## src/rtl/rmii_frame_engine.sv

```systemverilog
// rmii_frame_engine: MII/RMII TX serialiser and RX deserialiser between MAC byte streams and PHY pins.
module rmii_frame_engine #(
  parameter int MII_W        = 2,
  parameter int PREAMBLE_LEN = 7,
  parameter int IFG_BYTES    = 12,
  parameter int CNT_W        = 16
) (
  input  logic             CLK,
  input  logic             RST_N,
  input  logic [7:0]       tx_data,
  input  logic             tx_valid,
  input  logic             tx_last,
  output logic             tx_ready,
  output logic             tx_underrun,
  output logic             ETH_TXEN,
  output logic [MII_W-1:0] ETH_TXD,
  input  logic             ETH_CRSDV,
  input  logic [MII_W-1:0] ETH_RXD,
  input  logic             ETH_RXERR,
  output logic [7:0]       rx_data,
  output logic             rx_valid,
  output logic             rx_last,
  output logic             rx_err,
  output logic [CNT_W-1:0] tx_frame_cnt,
  output logic [CNT_W-1:0] rx_frame_cnt,
  output logic [CNT_W-1:0] rx_err_cnt
);
  localparam int S = 8 / MII_W;
  localparam logic [1:0] SL_MAX = 2'(S - 1);
  localparam logic [4:0] PRE_MAX = 5'(PREAMBLE_LEN - 1);
  localparam logic [4:0] IFG_MAX = 5'(IFG_BYTES - 1);
  localparam logic [MII_W-1:0] PRE_SL = MII_W'(8'h55);
  localparam logic [MII_W-1:0] SFD_SL = MII_W'(8'hD5 >> (8 - MII_W));

  typedef enum logic [2:0] {T_IDLE, T_PRE, T_SFD, T_DATA, T_IFG} tx_st_t;
  typedef enum logic [1:0] {R_IDLE, R_PRE, R_DATA} rx_st_t;

  tx_st_t ts;
  logic [1:0] tsl;
  logic [4:0] tbc;
  logic [7:0] tdb;
  logic tlst;
  logic [7:0] tcur;
  logic [2:0] toff;
  logic tend;

  assign tend = tsl == SL_MAX;
  assign tcur = ts == T_PRE ? 8'h55 : ts == T_SFD ? 8'hD5 : tdb;
  assign toff = 3'(tsl * MII_W);
  assign ETH_TXEN = ts inside {T_PRE, T_SFD, T_DATA};
  assign ETH_TXD = ETH_TXEN ? tcur[toff +: MII_W] : '0;
  // Ready only on the final slice of SFD or a data byte, and never after the last byte was taken.
  assign tx_ready = (ts == T_SFD || (ts == T_DATA && !tlst)) && tend;
  assign tx_underrun = tx_ready && !tx_valid;

  always_ff @(posedge CLK or negedge RST_N) begin
    if (!RST_N) begin
      ts <= T_IDLE;
      tsl <= '0;
      tbc <= '0;
      tdb <= '0;
      tlst <= 1'b0;
      tx_frame_cnt <= '0;
    end else begin
      tsl <= (ts == T_IDLE || tend) ? 2'd0 : tsl + 2'd1;
      case (ts)
        T_IDLE: if (tx_valid) begin
          ts <= T_PRE;
          tbc <= '0;
        end
        T_PRE: if (tend) begin
          tbc <= tbc + 5'd1;
          if (tbc == PRE_MAX) ts <= T_SFD;
        end
        T_SFD, T_DATA: if (tend) begin
          tbc <= '0;
          if (ts == T_DATA && tlst) begin
            ts <= T_IFG;
            tlst <= 1'b0;
            if (~&tx_frame_cnt) tx_frame_cnt <= tx_frame_cnt + CNT_W'(1);
          end else if (tx_valid) begin
            ts <= T_DATA;
            tdb <= tx_data;
            tlst <= tx_last;
          end else begin
            ts <= T_IFG;
          end
        end
        T_IFG: if (tend) begin
          tbc <= tbc + 5'd1;
          if (tbc == IFG_MAX) ts <= T_IDLE;
        end
        default: ts <= T_IDLE;
      endcase
    end
  end

  rx_st_t rs;
  logic [1:0] rsl;
  logic [7-MII_W:0] rsh;
  logic [7:0] hb;
  logic hv;
  logic rerr;
  logic [7:0] rbyte;
  logic rbad;

  assign rbyte = {ETH_RXD, rsh};
  assign rbad = rerr || ETH_RXERR || rsl != 2'd0;

  always_ff @(posedge CLK or negedge RST_N) begin
    if (!RST_N) begin
      rs <= R_IDLE;
      rsl <= '0;
      rsh <= '0;
      hb <= '0;
      hv <= 1'b0;
      rerr <= 1'b0;
      rx_data <= '0;
      rx_valid <= 1'b0;
      rx_last <= 1'b0;
      rx_err <= 1'b0;
      rx_frame_cnt <= '0;
      rx_err_cnt <= '0;
    end else begin
      rx_valid <= 1'b0;
      rx_last <= 1'b0;
      rx_err <= 1'b0;
      case (rs)
        R_IDLE: begin
          rerr <= 1'b0;
          hv <= 1'b0;
          rsl <= '0;
          if (ETH_CRSDV && ETH_RXD == PRE_SL) rs <= R_PRE;
        end
        R_PRE: if (!ETH_CRSDV) begin
          rs <= R_IDLE;
        end else begin
          rerr <= rerr | ETH_RXERR;
          if (ETH_RXD == SFD_SL) rs <= R_DATA;
        end
        R_DATA: if (!ETH_CRSDV) begin
          rs <= R_IDLE;
          rx_valid <= hv;
          rx_last <= hv;
          rx_err <= hv && rbad;
          if (hv) rx_data <= hb;
          if (~&rx_frame_cnt) rx_frame_cnt <= rx_frame_cnt + CNT_W'(1);
          if ((rbad || !hv) && ~&rx_err_cnt) rx_err_cnt <= rx_err_cnt + CNT_W'(1);
        end else begin
          rerr <= rerr | ETH_RXERR;
          rsh <= rbyte[7:MII_W];
          rsl <= rsl == SL_MAX ? 2'd0 : rsl + 2'd1;
          // One-byte hold so the final byte can carry rx_last when carrier drops.
          if (rsl == SL_MAX) begin
            hb <= rbyte;
            hv <= 1'b1;
            rx_valid <= hv;
            if (hv) rx_data <= hb;
          end
        end
        default: rs <= R_IDLE;
      endcase
    end
  end
endmodule

```

## config.mk

```make
export PLATFORM = sky130hd
export DESIGN_NAME = rmii_frame_engine
export DESIGN_NICKNAME = d
export VERILOG_FILES = /design/src/rtl/rmii_frame_engine.sv
export SDC_FILE = /design/constraint.sdc
export NUM_CORES = 1
export LEC_CHECK = 0
export ABC_AREA = 1
export CORE_MARGIN = 8
export CORE_UTILIZATION = 25
export CTS_CLUSTER_SIZE = 16
export DETAILED_ROUTE_END_ITERATION = 8
export PLACE_DENSITY_LB_ADDON = 0.3
export SYNTH_ARGS = -nofsm -noshare
export SYNTH_HDL_FRONTEND = slang
export SYNTH_SLANG_ARGS = --single-unit
```

## constraint.sdc

```tcl
create_clock -name CLK -period 1.9 [get_ports CLK]
set_clock_uncertainty 0.15 [all_clocks]
set_input_delay 0.38 -clock CLK [delete_from_list [all_inputs] [get_ports CLK]]
set_output_delay 0.38 -clock CLK [all_outputs]
set_load 0.05 [all_outputs]
```

; ---- After elaboration in Yosys (flattened, before gate mapping)
; Index checks and enable logic that the tools add are counted.
[classes]
n_shift = 1
muxes = 42
reduce_logical = 44
n_bitwise = 5
n_eq_ne = 26
add_sub_neg = 6
[ops]
columns = cell, n
row1 = $add A16 B1 Y16 const B, 3
row2 = $reduce_and A16 Y1, 3
row3 = $mux W8, 5
row4 = $mux W3, 8
row5 = $ne A2 B2 Y1 const B, 9
row6 = $reduce_and A3 Y1, 6
row7 = $mux W2, 8
row8 = $mux W5, 3
row9 = $pmux W5 S3, 1
row10 = $mux W1, 12
row11 = $pmux W3 S4, 1
row12 = $reduce_and A4 Y1, 3
row13 = $eq A2 B2 Y1 const B, 4
row14 = $ne A2 B1 Y1 const B, 4
row15 = $reduce_and A2 Y1, 4
row16 = $reduce_bool A2 Y1, 4
row17 = $shiftx A8 B4 Y2, 1
row18 = $logic_and A1 B1 Y1, 7
row19 = $eq A3 B2 Y1 const B, 2
row20 = $pmux W2 S3, 1
row21 = $reduce_and A6 Y1, 1
row22 = $reduce_bool A3 Y1, 2
row23 = $reduce_or A2 Y1, 3
row24 = $add A5 B1 Y5 const B, 1
row25 = other kinds (15), 28
[totals]
word_cells = 142
regBits = 98
input_bits = 16

; ---- Logic depth before layout (Yosys ltp)
; Gate-level depths: netlist of the first run.
[logic_depth]
ltp_word = 5
depth_mapped = 10
ltp_nobuf = 9

; ---- Worst setup path before layout of the first run
; OpenSTA, ideal clock, no wires.
[synth_path]
path_kind = register to output
start = register ts[0]
end = output port ETH_TXD[0]
t_arrival_ns = 2.350
path_stages_with_launch = 4
slack_ns = -0.980
cell_sequence = dfrtp_1 > nor2_1 > nor2_1 > a21boi_0
[synth_via]
elab_cells_between_ends = 8
classes_between = 3 x eq/ne / 1 x shift / 3 x mux / 1 x reduce/logical
[synth_lines]
columns = element, line
row1 = from (decl), 38  ; tx_st_t ts;
row2 = from (signal assigned), 58  ; ts <= T_IDLE;
row3 = from (signal assigned), 68  ; ts <= T_PRE;
row4 = from (signal assigned), 73  ; if (tbc == PRE_MAX) ts <= T_SFD;
row5 = $eq A3 B1 Y1 or $eq A3 B2 Y1 (tied branches), 50  ; assign ETH_TXEN = ts inside {T_PRE, T_SFD, T_DATA};
row6 = $reduce_bool A3 Y1 (*), 50
row7 = via ETH_TXEN, 15  ; output logic ETH_TXEN,
row8 = $mux W2 (*), 51  ; assign ETH_TXD = ETH_TXEN ? tcur[toff +: MII_W] : '0;
row9 = to (decl), 16  ; output logic [MII_W-1:0] ETH_TXD,
; Mark *: on every way through the listed nets, which the timed path passes. The rest lies on a longest branch.

; ---- Final worst setup path of the first run
[layout_path]
start = register ts[1]
end = output port ETH_TXD[0]
[layout_via]
elab_chain_cells = 5
elab_cells_between_ends = 8
classes_between = 3 x eq/ne / 1 x shift / 3 x mux / 1 x reduce/logical
[layout_rtl]
columns = element, line
row1 = $eq A3 B2 Y1, "48, 50"
row2 = $mux W8 (2 in series), 48  ; assign tcur = ts == T_PRE ? 8'h55 : ts == T_SFD ? 8'hD5 : tdb;
row3 = $shiftx A8 B4 Y2, 51
row4 = $mux W2 (*), 51
; Every way passes the cells marked *; elsewhere a longest branch is shown, timed or not.

==> impl_metrics.sql, run 1 <==
INSERT INTO impl_metrics (metric_group, metric, value, unit) VALUES
('die', 'initial_core_util', '0.254', ''),
('clock_tree', 'numCtsBuffers', '9', ''),
('die', 'chipWidth', '162', 'um'),
('timing', 'final_hold_fails', '0', ''),
('global_routing', 'grt_antenna_before_repair', '0', ''),
('setup_path', 'critical_path.cell_chain', 'nand2_4 -> inv_4 -> nand2_4 -> inv_4 -> nor3_2 -> a21boi_2 -> buf_12', ''),
('worst_hold_path', 'worst_hold_path.endpoint', 'rx_data[2]$_DFFE_PN0P_', ''),
('setup_path', 'crit_fanout', '4', ''),
('setup_path', 'required', '1.37', 'ns'),
('setup_path', 'worstReg2RegStart', 'rx_frame_cnt[0]$_DFFE_PN0P_', ''),
('setup_path', 'arrival_time_of_data_at_the_critical_path_endpoint', '1.50', 'ns'),
('outcome', 'failed_checks', 'negative setup slack', ''),
('final_layout', 'fraction_of_final_layout_cells_sized_beyond_drive_strength_1', '0.217', ''),
('global_routing', 'pin_count_of_the_biggest_net_entering_global_routing', '42', ''),
('route', 'firstDrtPassIters', '4', ''),
('outcome', 'run_status', 'finished, violations left', ''),
('timing', 'postLayoutSetupSlackWorst', '-0.125', 'ns'),
('global_routing', 'globalRouteTotalUtil', '0.113', ''),
('route', 'wirelength', '14.2', 'mm'),
('timing', 'finalSetupViolations', '4', ''),
('setup_path', 'worst_path_largest_cell_delay', '0.46', 'ns'),
('synthesis', 'post_synth_fa_ha_maj_area_fraction', '0.0281', ''),
('synthesis', 'post_synth_main_area_contributors', 'sky130_fd_sc_hd__dfrtp_1, sky130_fd_sc_hd__nand2_1, sky130_fd_sc_hd__inv_1', ''),
('final_layout', 'n_antenna_cell', '0', ''),
('synthesis', 'yosys_warnings', '0', ''),
('setup_path', 'cp_num_cells', '7', ''),
('run', 'timing.max_cap.violations', '0', ''),
('synthesis', 'yosysUniqueCellTypes', '30', ''),
('timing', 'fmax', '494', 'MHz'),
('synthesis', 'synth_top_cell_area_share', '0.459', ''),
('route', 'vias', '4868', ''),
('synthesis', 'synth-seq-cells', '98', ''),
('synthesis', 'post-synth-top-area-cell', 'sky130_fd_sc_hd__dfrtp_1', ''),
('clock_tree', 'total_clock_sinks', '98', ''),
('place', 'hpwlAfterDp', '10.7', 'mm'),
('route', 'drc', '0', ''),
('synthesis', 'synth_enable_flop_cells', '0', ''),
('place', 'gp_congestion', '0.808', ''),
('timing', 'grt_setup_unrepaired', 'yes', ''),
('clock_tree', 'cts_tree', 'yes', ''),
('die', 'dieHeight', '162', 'um'),
('power', 'cellLeakagePower', '3.58', 'nW'),
('synthesis', 'synth_fp_nets', '739', ''),
('worst_hold_path', 'worst_hold_path_class', 'flip-flop to flip-flop', ''),
('synthesis', 'async_flop_share', '1.00', ''),
('timing', 'final.setup.tns', '-0.310', 'ns'),
('global_routing', 'grt_pass1_wl', '24.4', 'mm'),
('synthesis', 'post_synth.cell_area_avg', '7.52', 'um^2'),
('timing', 'maxSlewViolCount', '0', ''),
('power', 'worst_ir_drop_vdd', '0.000437', 'V'),
('setup_path', 'r2r_end', 'rx_frame_cnt[10]$_DFFE_PN0P_', ''),
('die', 'die_area', '26300', 'um^2'),
('timing', 'maxSlewHeadroom', '0.717', ''),
('synthesis', 'netlist_instances', '711', ''),
('timing', 'fin_crit_sh', '1.07', ''),
('route', 'detail_route.vias_per_cell', '4.33', ''),
('final_layout', 'final_util', '0.350', ''),
('synthesis', 'synth_seq_area_share', '0.459', ''),
('synthesis', 'yosys.area_share.simple', '0.360', ''),
('die', 'ios', '80', ''),
('final_layout', 'synthesis_to_layout_area_growth', '37.7', '%'),
('worst_hold_path', 'worst_hold_path.num_cells', '2', ''),
('power', 'power-per-cell-area', '1090', 'nW/um^2'),
('setup_path', 'crit_type', 'flip-flop to output port', ''),
('setup_path', 'critPathLaunchType', 'flip-flop', ''),
('synthesis', 'synth_mux_area_frac', '0', ''),
('clock_tree', 'cts_max_path_buffers', '2', ''),
('global_routing', 'grt_pass1_vias', '5021', ''),
('setup_path', 'critical_path.endpoint_type', 'output port', ''),
('global_routing', 'gr-total-overflow', '0', ''),
('route', 'first_iter_violations', '158', '');
-- area by class of cell --
cell class              instances  area [um^2]
inverters                      68          260
repair buffers                129         1320
clock inverters                 7         51.3
flip-flops and latches         98         2460
multi-input cells             537         2700
clock buffers                   9          225
well taps                     275          344
fillers                      2177        13700
-- where the power goes --
part / internal, W / switching, W / total [W]
Clock: 0.000900 / 0.000873 / 0.00177
Combinational: 0.00134 / 0.00207 / 0.00341
Sequential: 0.00249 / 0.000387 / 0.00288
Total: 0.00473 / 0.00333 / 0.00806
-- registers in the layout, summed over array words and instances (netlist names) --
register and count:
rx_last 1, tbc 5, rx_err 1, tsl 2, hv 1, tlst 1, rx_err_cnt 16, rx_data 8
ts 3, rsh 6, tdb 8, rx_frame_cnt 16, rx_valid 1, rsl 2, hb 8, rerr 1
rs 2, tx_frame_cnt 16
-- cells in the final DEF (no fill, tap or decap), types with 14 or more instances in the layout --
cell type | Yosys | routed
sky130_fd_sc_hd__nand4_1 | 16 | 16
sky130_fd_sc_hd__nand3_1 | 47 | 47
sky130_fd_sc_hd__o21ai_0 | 30 | 26
sky130_fd_sc_hd__buf_4 | 0 | 89
sky130_fd_sc_hd__inv_1 | 63 | 57
sky130_fd_sc_hd__xnor2_1 | 14 | 14
sky130_fd_sc_hd__o21ai_1 | 12 | 15
sky130_fd_sc_hd__dfrtp_1 | 98 | 89
sky130_fd_sc_hd__nand2_1 | 290 | 288
sky130_fd_sc_hd__clkdlybuf4s50_1 | 0 | 14
sky130_fd_sc_hd__buf_12 | 0 | 25
sky130_fd_sc_hd__nor2_1 | 63 | 60
-- stage by stage --
stage | hold slack (ns) | total power [W] | cell area (um^2) | setup WS [ns] | cells
3_5_place_dp | 0.191 | 0.00612 | 6940 | -0.00474 | 1100
3_3_place_gp | 0.187 | 0.00608 | 6940 | 0.0183 | 1100
6_report | 0.325 | 0.00806 | 7360 | -0.125 | 1123
4_1_cts | 0.328 | 0.00809 | 7310 | -0.133 | 1122
2_1_floorplan | -0.0656 | 0.00476 | 5380 | -0.111 | 711
5_1_grt | 0.347 | 0.00865 | 7360 | -0.206 | 1123
-- tightest hold or removal path, stage by stage, from the launching register on --
cell                      delay, ns
sky130_fd_sc_hd__dfrtp_1       0.35
sky130_fd_sc_hd__nand2_1       0.05
sky130_fd_sc_hd__nand2_1       0.04
-- worst max path at each step --
stage / startpoint / slack (ns) / endpoint
finish: ts[1]$_DFFE_PN0P_ / -0.13 / ETH_TXD[0]
global route: tsl[0]$_DFF_PN0_ / -0.21 / ETH_TXD[1]
CTS: ts[1]$_DFFE_PN0P_ / -0.13 / ETH_TXD[1]
detailed placement: ETH_RXERR / -0.005 / rx_err_cnt[6]$_DFFE_PN0P_
global placement: ETH_RXERR / 0.02 / rx_err_cnt[14]$_DFFE_PN0P_
floorplan: ts[0]$_DFFE_PN0P_ / -0.11 / ETH_TXD[0]
-- metal layers --
layer  part of all wire  global-route usage  vias to the layer above
met3              0.046              0.0324                       18
met1               0.47               0.144                     2266
li1                   -                   -                     2506
met2               0.47               0.180                       78
met4              0.017              0.0387                        0
met5                  0                   0                        -
-- logic make-up after synthesis --
logic type | after synthesis
buf+inv | 76
flops | 98
xor+xnor | 27
compound gates | 54
fa+ha+maj | 12
simple gates | 444
-- what timing repair did --
item                       in CTS  in global routing
setup endpoints to repair       4                 17
pin swaps                       2                  5
gates resized for setup        20                 12
hold buffers                    1                  0
buffers inserted                5                  1
hold endpoints to repair       23                  0
Power figures use the tool's default switching activity.
==> run 2, diff against run 1 <==
--- a/config.mk
+++ b/config.mk
@@ -11,6 +11,7 @@
 export CTS_CLUSTER_SIZE = 16
 export DETAILED_ROUTE_END_ITERATION = 8
 export PLACE_DENSITY_LB_ADDON = 0.3
+export RECOVER_POWER = 100
 export SYNTH_ARGS = -nofsm -noshare
 export SYNTH_HDL_FRONTEND = slang
 export SYNTH_SLANG_ARGS = --single-unit
==> constraint.sdc (replaced) <==
create_clock -name CLK -period 2.5 [get_ports CLK]
set_clock_uncertainty 0.15 [all_clocks]
set_input_delay 0.5 -clock CLK [delete_from_list [all_inputs] [get_ports CLK]]
set_output_delay 0.5 -clock CLK [all_outputs]
set_load 0.05 [all_outputs]
==> impl_metrics.sql, run 2 (same netlist as run 1, synthesis figures left out) <==
INSERT INTO impl_metrics (metric_group, metric, value, unit) VALUES
('worst_hold_path', 'origin_of_the_worst_min_delay_path', 'rx_data[4]$_DFFE_PN0P_', ''),
('final_layout', 'multiInputGateArea', '2570', 'um^2'),
('route', 'wire_per_inst', '12.6', 'um'),
('setup_path', 'worst_path_max_delay_cell', 'sky130_fd_sc_hd__dlygate4sd3_1', ''),
('die', 'core', '21000', 'um^2'),
('setup_path', 'required', '1.85', 'ns'),
('timing', 'grt_setup_unrepaired', 'no', ''),
('setup_path', 'critical_path.cell_chain', 'dlygate4sd3_1', ''),
('setup_path', 'worstReg2RegStart', 'tx_frame_cnt[0]$_DFFE_PN0P_', ''),
('power', 'p_clk_frac', '0.257', ''),
('clock_tree', 'numCtsBuffers', '9', ''),
('power', 'power_frac_seq', '0.385', ''),
('die', 'dieHeight', '162', 'um'),
('route', 'firstDrtPassIters', '4', ''),
('power', 'power-per-cell-area', '836', 'nW/um^2'),
('place', 'gp_congestion', '0.835', ''),
('final_layout', 'layout.cells.most_common_list', 'sky130_fd_sc_hd__nand2_1, sky130_fd_sc_hd__dfrtp_1, sky130_fd_sc_hd__nor2_1, sky130_fd_sc_hd__inv_1, sky130_fd_sc_hd__dlygate4sd3_1', ''),
('timing', 'maxSlewHeadroom', '0.0584', ''),
('place', 'hpwlAfterDp', '9.93', 'mm'),
('timing', 'fin_crit_sh', '0.962', ''),
('worst_hold_path', 'worst_hold_path.num_cells', '2', ''),
('clock_tree', 'cts_setup_buffers', '0', ''),
('global_routing', 'grt_antenna_before_repair', '0', ''),
('final_layout', 'layout.nets', '829', ''),
('route', 'detail_route.vias_per_cell', '4.28', ''),
('place', 'numPortBuffers', '79', ''),
('final_layout', 'reg.largest.list', 'rx_err_cnt: 16 flops, rx_frame_cnt: 16 flops, tx_frame_cnt: 16 flops', ''),
('global_routing', 'grt_pass1_wl', '22.9', 'mm'),
('route', 'drc', '0', ''),
('clock_tree', 'cts_max_path_buffers', '2', ''),
('final_layout', 'layout.filler_cells', '2217', ''),
('power', 'cellLeakagePower', '3.30', 'nW'),
('setup_path', 'worst_path_largest_cell_delay', '0.97', 'ns'),
('setup_path', 'critPathLaunchType', 'flip-flop', ''),
('setup_path', 'critical_path.endpoint_type', 'output port', ''),
('die', 'die_area', '26300', 'um^2'),
('timing', 'fmax', '416', 'MHz'),
('setup_path', 'worstRegToRegCells', '9', ''),
('setup_path', 'arrival_time_of_data_at_the_critical_path_endpoint', '1.75', 'ns'),
('timing', 'maxSlewViolCount', '0', ''),
('die', 'initial_core_util', '0.254', ''),
('die', 'placementRows', '53', ''),
('route', 'vias', '4628', ''),
('power', 'net-switching-power', '0.00232', 'W'),
('setup_path', 'crit_type', 'flip-flop to output port', ''),
('setup_path', 'r2r_end', 'tx_frame_cnt[11]$_DFFE_PN0P_', ''),
('timing', 'post-route-min-period', '2.40', 'ns'),
('timing', 'final_hold_fails', '0', ''),
('die', 'ios', '80', ''),
('timing', 'final.hold.worst_slack', '0.319', 'ns'),
('clock_tree', 'worst_setup_hold_path_clk_slew', '0.07', 'ns'),
('global_routing', 'gr-total-overflow', '0', ''),
('final_layout', 'fraction_of_final_layout_cells_sized_beyond_drive_strength_1', '0.0608', ''),
('route', 'wirelength', '13.6', 'mm'),
('clock_tree', 'cts_tree', 'yes', ''),
('clock_tree', 'clk-insertion-delay-late', '0.35', 'ns'),
('power', 'pwr-share-comb', '0.358', ''),
('route', 'first_iter_violations', '172', ''),
('outcome', 'run_status', 'completed', ''),
('global_routing', 'grt_pass1_vias', '4516', ''),
('clock_tree', 'htree_num_levels', '3', ''),
('final_layout', 'mostFrequentLayoutCell', 'sky130_fd_sc_hd__nand2_1', ''),
('setup_path', 'worst-path-buf-inv', '1', ''),
('power', 'sw_frac_of_total', '0.408', ''),
('final_layout', 'final_util', '0.324', ''),
('final_layout', 'sequential_cell_area', '2450', 'um^2'),
('global_routing', 'pin_count_of_the_biggest_net_entering_global_routing', '99', ''),
('final_layout', 'synthesis_to_layout_area_growth', '27.2', '%'),
('setup_path', 'critical-path-top-delay-family', 'buffers and inverters', ''),
('route', 'ant_nets', '0', ''),
('run', 'timing.max_cap.violations', '0', ''),
('global_routing', 'globalRouteTotalUtil', '0.107', ''),
('power', 'cell_internal_pwr', '0.00336', 'W'),
('worst_hold_path', 'worst_hold_path_class', 'flip-flop to flip-flop', ''),
('setup_path', 'crit_fanout', '5', ''),
('power', 'worst_ir_drop_vdd', '0.000300', 'V'),
('setup_path', 'reg2reg_slack', '0.30', 'ns'),
('clock_tree', 'clk_root_buffer_cell', 'sky130_fd_sc_hd__clkbuf_16', ''),
('die', 'chipWidth', '162', 'um'),
('final_layout', 'n_antenna_cell', '0', ''),
('clock_tree', 'total_clock_sinks', '98', ''),
('worst_hold_path', 'worst_hold_path.endpoint', 'rx_data[4]$_DFFE_PN0P_', ''),
('timing', 'finalSetupViolations', '0', ''),
('timing', 'tightest_slew', '1.41', 'ns');
==> run 2: layout make-up <==
type                    count  area share
clock buffers              12      0.0377
clock inverters             4     0.00736
inverters                  68      0.0379
multi-input cells         537       0.378
flip-flops and latches     98       0.361
well taps                 275      0.0506
repair buffers             87       0.127
==> run 2: how the worst max path moves through the flow <==
stage,start,endpoint,slack [ns],cells past startpoint
after floorplan,ts[0]$_DFFE_PN0P_,ETH_TXD[0],0.11,3
after global placement,ETH_CRSDV,rx_err_cnt[15]$_DFFE_PN0P_,-0.27,9
after detailed placement,ETH_CRSDV,rx_err_cnt[15]$_DFFE_PN0P_,-0.29,9
after CTS,ts[2]$_DFFE_PN0P_,ETH_TXD[1],0.002,8
after global routing,ts[2]$_DFFE_PN0P_,ETH_TXD[0],0.02,8
final,rx_err_cnt[4]$_DFFE_PN0P_,rx_err_cnt[4],0.1,1
==> run 2: timing repair <==
action | 4_1_cts | 5_1_grt
endpoints found under the setup margin | 11 | 3
endpoints found under the hold margin | 0 | 0
hold buffers | 0 | 0
resized for setup | 4 | 6
pin swaps | 1 | 1
==> run 2: metrics by stage <==
stage	setup slack, ns	cells	setup TNS, ns	total power [W]	area (um^2)
floorplan	0.112	711	0	0.00358	5360
global placement	-0.271	1065	-2.14	0.00432	6550
detailed placement	-0.288	1065	-2.26	0.00434	6550
CTS	0.00237	1081	0	0.00585	6870
global route	0.0184	1081	0	0.00611	6800
finish	0.0961	1081	0	0.00569	6800
==> run 2: layer usage <==
metal	wire, um	vias up	track usage
met2	6150	80	0.173
met4	161	0	0.0324
met3	794	13	0.0339
met5	0	-	0
met1	6510	2116	0.134
li1	-	2419	-
==> run 2: power by group through the flow <==
stage / registers (W) / logic (W) / clock network, W
after floorplan: 0.00252 / 0.00107 / 0
after global placement: 0.00222 / 0.00211 / 0
after detailed placement: 0.00222 / 0.00212 / 0
after CTS: 0.00219 / 0.00214 / 0.00153
after global routing: 0.00225 / 0.00228 / 0.00158
final: 0.00219 / 0.00204 / 0.00146
